File: src/rtl/serial_pkg.sv
// Shared definitions for the serial link receiver and the future transmitter.
// Frame format: one start bit, DATA_BITS data bits sent LSB-first, one stop bit.
package serial_pkg;

    typedef enum logic [1:0] {
        IDLE,
        START,
        DATA,
        STOP
    } state_t;

    localparam int   DATA_BITS   = 8;
    localparam int   IDX_W       = $clog2(DATA_BITS);
    localparam logic START_LEVEL = 1'b0;
    localparam logic STOP_LEVEL  = 1'b1;

endpackage

File: src/rtl/sync_2ff.sv
// Two-flop synchroniser for one asynchronous input.
// The reset value is a parameter so that an idle-high line comes out of reset high.
module sync_2ff #(
    parameter logic RESET_VAL = 1'b0
) (
    input  logic clk,
    input  logic rst_n,
    input  logic d,
    output logic q
);

    logic meta;

    always_ff @(posedge clk or negedge rst_n) begin
        if (!rst_n) begin
            meta <= RESET_VAL;
            q    <= RESET_VAL;
        end else begin
            meta <= d;
            q    <= meta;
        end
    end

endmodule

File: src/rtl/serial_receiver.sv
// Receive half of the lab 4 serial link: deserialises 8N1 frames into bytes
// and hands them to the processor through a level flag and an acknowledge pulse.
module serial_receiver
    import serial_pkg::*;
#(
    parameter int CLKS_PER_BIT = 16
) (
    input  logic                 clk_clk,
    input  logic                 reset_reset_n,
    input  logic                 serial_in,
    input  logic                 char_ack,
    output logic [DATA_BITS-1:0] data_out,
    output logic                 character_received,
    output logic                 framing_error,
    output logic                 overrun_error
);

    localparam int CNT_W = $clog2(CLKS_PER_BIT);
    localparam int HALF  = CLKS_PER_BIT / 2;

    localparam logic [CNT_W-1:0] HALF_TC  = CNT_W'(HALF - 1);
    localparam logic [CNT_W-1:0] BIT_TC   = CNT_W'(CLKS_PER_BIT - 1);
    localparam logic [IDX_W-1:0] LAST_IDX = IDX_W'(DATA_BITS - 1);

    logic                 rx_s;
    state_t               state;
    logic [CNT_W-1:0]     cnt;
    logic [IDX_W-1:0]     idx;
    logic [DATA_BITS-1:0] shift;

    sync_2ff #(
        .RESET_VAL (1'b1)
    ) u_sync (
        .clk   (clk_clk),
        .rst_n (reset_reset_n),
        .d     (serial_in),
        .q     (rx_s)
    );

    always_ff @(posedge clk_clk or negedge reset_reset_n) begin
        if (!reset_reset_n) begin
            state              <= IDLE;
            cnt                <= '0;
            idx                <= '0;
            shift              <= '0;
            data_out           <= '0;
            character_received <= 1'b0;
            framing_error      <= 1'b0;
            overrun_error      <= 1'b0;
        end else begin
            framing_error <= 1'b0;

            // A commit later in this block overrides the acknowledge clear.
            if (char_ack) begin
                character_received <= 1'b0;
                overrun_error      <= 1'b0;
            end

            unique case (state)
                IDLE: begin
                    if (rx_s == START_LEVEL) begin
                        state <= START;
                        cnt   <= '0;
                    end
                end

                START: begin
                    if (cnt == HALF_TC) begin
                        cnt   <= '0;
                        idx   <= '0;
                        state <= (rx_s == START_LEVEL) ? DATA : IDLE;
                    end else begin
                        cnt <= cnt + 1'b1;
                    end
                end

                DATA: begin
                    if (cnt == BIT_TC) begin
                        cnt        <= '0;
                        shift[idx] <= rx_s;
                        idx        <= idx + 1'b1;
                        if (idx == LAST_IDX) begin
                            state <= STOP;
                        end
                    end else begin
                        cnt <= cnt + 1'b1;
                    end
                end

                STOP: begin
                    if (cnt == BIT_TC) begin
                        // Leave at mid-stop-bit so a back-to-back start edge is caught.
                        cnt   <= '0;
                        state <= IDLE;
                        if (rx_s == STOP_LEVEL) begin
                            data_out           <= shift;
                            character_received <= 1'b1;
                            if (character_received && !char_ack) begin
                                overrun_error <= 1'b1;
                            end
                        end else begin
                            framing_error <= 1'b1;
                        end
                    end else begin
                        cnt <= cnt + 1'b1;
                    end
                end

                default: begin
                    state <= IDLE;
                    cnt   <= '0;
                end
            endcase
        end
    end

endmodule

File: config.mk
export PLATFORM = sky130hd
export DESIGN_NAME = serial_receiver
export DESIGN_NICKNAME = d
export VERILOG_FILES = /design/src/rtl/serial_pkg.sv /design/src/rtl/sync_2ff.sv /design/src/rtl/serial_receiver.sv
export SDC_FILE = /design/constraint.sdc
export NUM_CORES = 1
export LEC_CHECK = 0
export CORE_MARGIN = 8
export CORE_UTILIZATION = 55
export DETAILED_ROUTE_END_ITERATION = 10
export GPL_TIMING_DRIVEN = 0
export PLACE_DENSITY = 0.78
export RECOVER_POWER = 25
export SETUP_SLACK_MARGIN = 0.02
export SLEW_MARGIN = 20
export SYNTH_ARGS = -nofsm -noshare
export SYNTH_HDL_FRONTEND = slang
export SYNTH_SLANG_ARGS = --single-unit
File: constraint.sdc
create_clock -name clk_clk -period 2.13 [get_ports clk_clk]
set_input_delay 0.3195 -clock clk_clk [delete_from_list [all_inputs] [get_ports clk_clk]]
set_output_delay 0.3195 -clock clk_clk [all_outputs]
set_load 0.01 [all_outputs]
==> impl_metrics.env <==
export IMPL_outcome="finished, violations left"
export IMPL_violations="capacitance limit, slew limit"
export IMPL_die_w_um=67.7
export IMPL_cts_root_buf="clkbuf_4"
export IMPL_slew_violations=31
export IMPL_viasPerCell=5.94
export IMPL_grt_usage=0.133
export IMPL_ctsHtreeMaxLevel=2
export IMPL_final_net_count=147
export IMPL_max_cap_violations=1
export IMPL_fillers=176
export IMPL_end_kind="flip-flop"
export IMPL_synth_yosys_seq_area_share=0.511
export IMPL_synth_area_per_cell_sq_um=12.4
export IMPL_drive_gt1_frac=0.255
export IMPL_synthDistinctLibCells=38
export IMPL_synth_async_reset_ratio=1.00
export IMPL_hold_class="primary input to asynchronous set/reset pin"
export IMPL_first_pass_iters=4
export IMPL_ys_ff_latch=30
export IMPL_core_area_sq_um=2500
export IMPL_ys_warn_count=0
export IMPL_mostFrequentLayoutCell="dfrtp_1"
export IMPL_hold_violations=0
export IMPL_grt_pass1_vias=1016
export IMPL_clock_fmax_mhz=605
export IMPL_vias=1016
export IMPL_synth_ff_type="dfrtp_1"
export IMPL_worstMarginPinSlew_ns=1.52
export IMPL_tns_ns=0
export IMPL_fp_row_count=18
export IMPL_cp_arrival_ns=1.87
export IMPL_period_needed_ns=1.65
export IMPL_die_h_um=67.7
export IMPL_grt_pass1_wl_mm=4.60
export IMPL_rsz0062_at_grt="no"
export IMPL_wirelength_mm=2.63
export IMPL_critical_path_startpoint_type="flip-flop"
export IMPL_area_growth_pct=15.7
export IMPL_finalSetupViolations=0
export IMPL_max_slew_margin=-0.0161
export IMPL_p_leak_uw=0.000773
export IMPL_synthCells=119
export IMPL_power_density_nw_per_um2=925
export IMPL_critPathMaxFanout=10
export IMPL_clkSinkCount=30
export IMPL_synth_nets=126
export IMPL_fin_total_pwr_uw=1580
export IMPL_diodes=0
export IMPL_post_cts_resized=0
export IMPL_criticalPathCategory="flip-flop to flip-flop"
export IMPL_cts_tree="built"
export IMPL_dp_hpwl_mm=1.91
export IMPL_gr_total_overflow=0
export IMPL_fin_worst_skew_ns=0.0120
export IMPL_cts_buffers=5
export IMPL_antenna_found_initial=0
export IMPL_cts_hold_buf=0
export IMPL_io_pins=15
export IMPL_final_cell_mix="dfrtp_1 (28), clkdlybuf4s50_1 (12), o21ai_0 (9)"
export IMPL_cts_path_max_buffers=2
export IMPL_grt_max_degree=31
export IMPL_drt_initial_drc_count=42
export IMPL_gp_congestion=0.808
export IMPL_port_buffers=14
export IMPL_fin_crit_sh=0.776
export IMPL_required_ns=2.35
export IMPL_peakVddDrop_uv=718
export IMPL_synth_edf_count=0
export IMPL_worstSkewPairLatency_ns=0.32
export IMPL_initial_core_util=0.589
export IMPL_path_clk_slew_ns=0.09
export IMPL_drtAntennaViolNets=0
export IMPL_drc=0
export IMPL_avgRoutedWirePerCell_um=15.4
export IMPL_die_area_sq_um=4590
export IMPL_netlist_area_sq_um=1470
export IMPL_post_cts_buffers=0
[synthesized netlist by cell type (2+ instances only)]
cell | number | area, sq um
a31oi_1 | 3 | 18.8
buf_2 | 2 | 10.0
clkbuf_1 | 2 | 7.51
buf_6 | 4 | 45.0
nand4b_1 | 2 | 17.5
dfrtp_1 | 28 | 701
mux2_4 | 8 | 120
mux2_2 | 8 | 90.1
nor3_1 | 4 | 20.0
o21ai_0 | 9 | 45.0
nand3b_1 | 2 | 15.0
nor2_1 | 6 | 22.5
ha_1 | 3 | 37.5
nand2_1 | 4 | 15.0
nand3_1 | 7 | 35.0
nand4_1 | 2 | 12.5
inv_1 | 3 | 11.3
dfstp_2 | 2 | 52.6
[area by class of cell]
type | count | area [sq um] | area share
multi-input combinational | 78 | 646 | 0.379
sequential | 30 | 753 | 0.442
clock buffer | 7 | 55.1 | 0.0323
buffer | 8 | 62.6 | 0.0367
tap | 30 | 37.5 | 0.0220
inverter | 3 | 11.3 | 0.00661
timing repair buffer | 14 | 134 | 0.0786
clock inverter | 1 | 5.00 | 0.00294
[metal layers]
layer  wire (um)  vias to the layer above  GRT usage
met5           0                        -          0
met4          72                        0     0.0653
met3         249                       12     0.0579
met2        1200                       49      0.209
met1        1110                      479      0.152
li1            -                      476          -
[state kept, by name, indices dropped and copies added (netlist names), named ones only]
| signal | cells |
|---|---|
| data_out | 8 |
| idx | 3 |
| u_sync.meta | 1 |
| character_received | 1 |
| framing_error | 1 |
| shift | 8 |
| u_sync.q | 1 |
| cnt | 4 |
| state | 1 |
| overrun_error | 1 |
[worst paths after layout]
| path | slack [ns] | from | endpoint | cells past startpoint |
|---|---|---|---|---|
| worst max-delay path | 0.48 | cnt[0] | data_out[5] | 6 |
| worst min-delay path | 0.35 | reset_reset_n | shift[4] | 1 |
| worst max register to register | 0.48 | cnt[0] | data_out[5] | 6 |
| worst min register to register | 0.36 | u_sync.meta | u_sync.q | 0 |
| max in group asynchronous | 0.88 | reset_reset_n | cnt[1] | 1 |
| min in group clk_clk | 0.36 | u_sync.meta | u_sync.q | 0 |
[power breakdown]
group / internal [uW] / switching, uW
Sequential: 643 / 90.0
Clock: 160 / 188
Combinational: 214 / 282
Total: 1020 / 560
[critical path: stages, from the launching register on]
cell and delay (ns):
dfrtp_1 0.42, ha_1 0.20, buf_6 0.16, and3_4 0.19, and2_4 0.13, buf_6 0.15
mux2_4 0.31
[through the flow]
step | setup slack [ns] | hold slack [ns] | utilization | cell area, sq um | instances
global route | 0.401 | 0.369 | 0.682 | 1700 | 171
global placement | 0.255 | 0.348 | 0.660 | 1650 | 163
floorplan | 0.575 | 0.0239 | - | 1470 | 119
CTS | 0.476 | 0.0255 | 0.682 | 1710 | 171
finish | 0.477 | 0.352 | 0.682 | 1700 | 171
detailed placement | 0.479 | 0.355 | 0.658 | 1650 | 163
[cells by family (layout without fill, tap and decap cells)]
logic type / count (synthesis) / count (layout) / share of synthesized area
buffers and inverters: 11 / 33 / 0.0501
multiplexers: 17 / 17 / 0.150
adder cells (fa/ha/maj): 3 / 3 / 0.0255
AND/OR/NAND/NOR: 37 / 37 / 0.174
flip-flops: 30 / 30 / 0.511
AO/OA/AOI/OAI: 21 / 21 / 0.0892
Power figures use the tool's default switching activity.
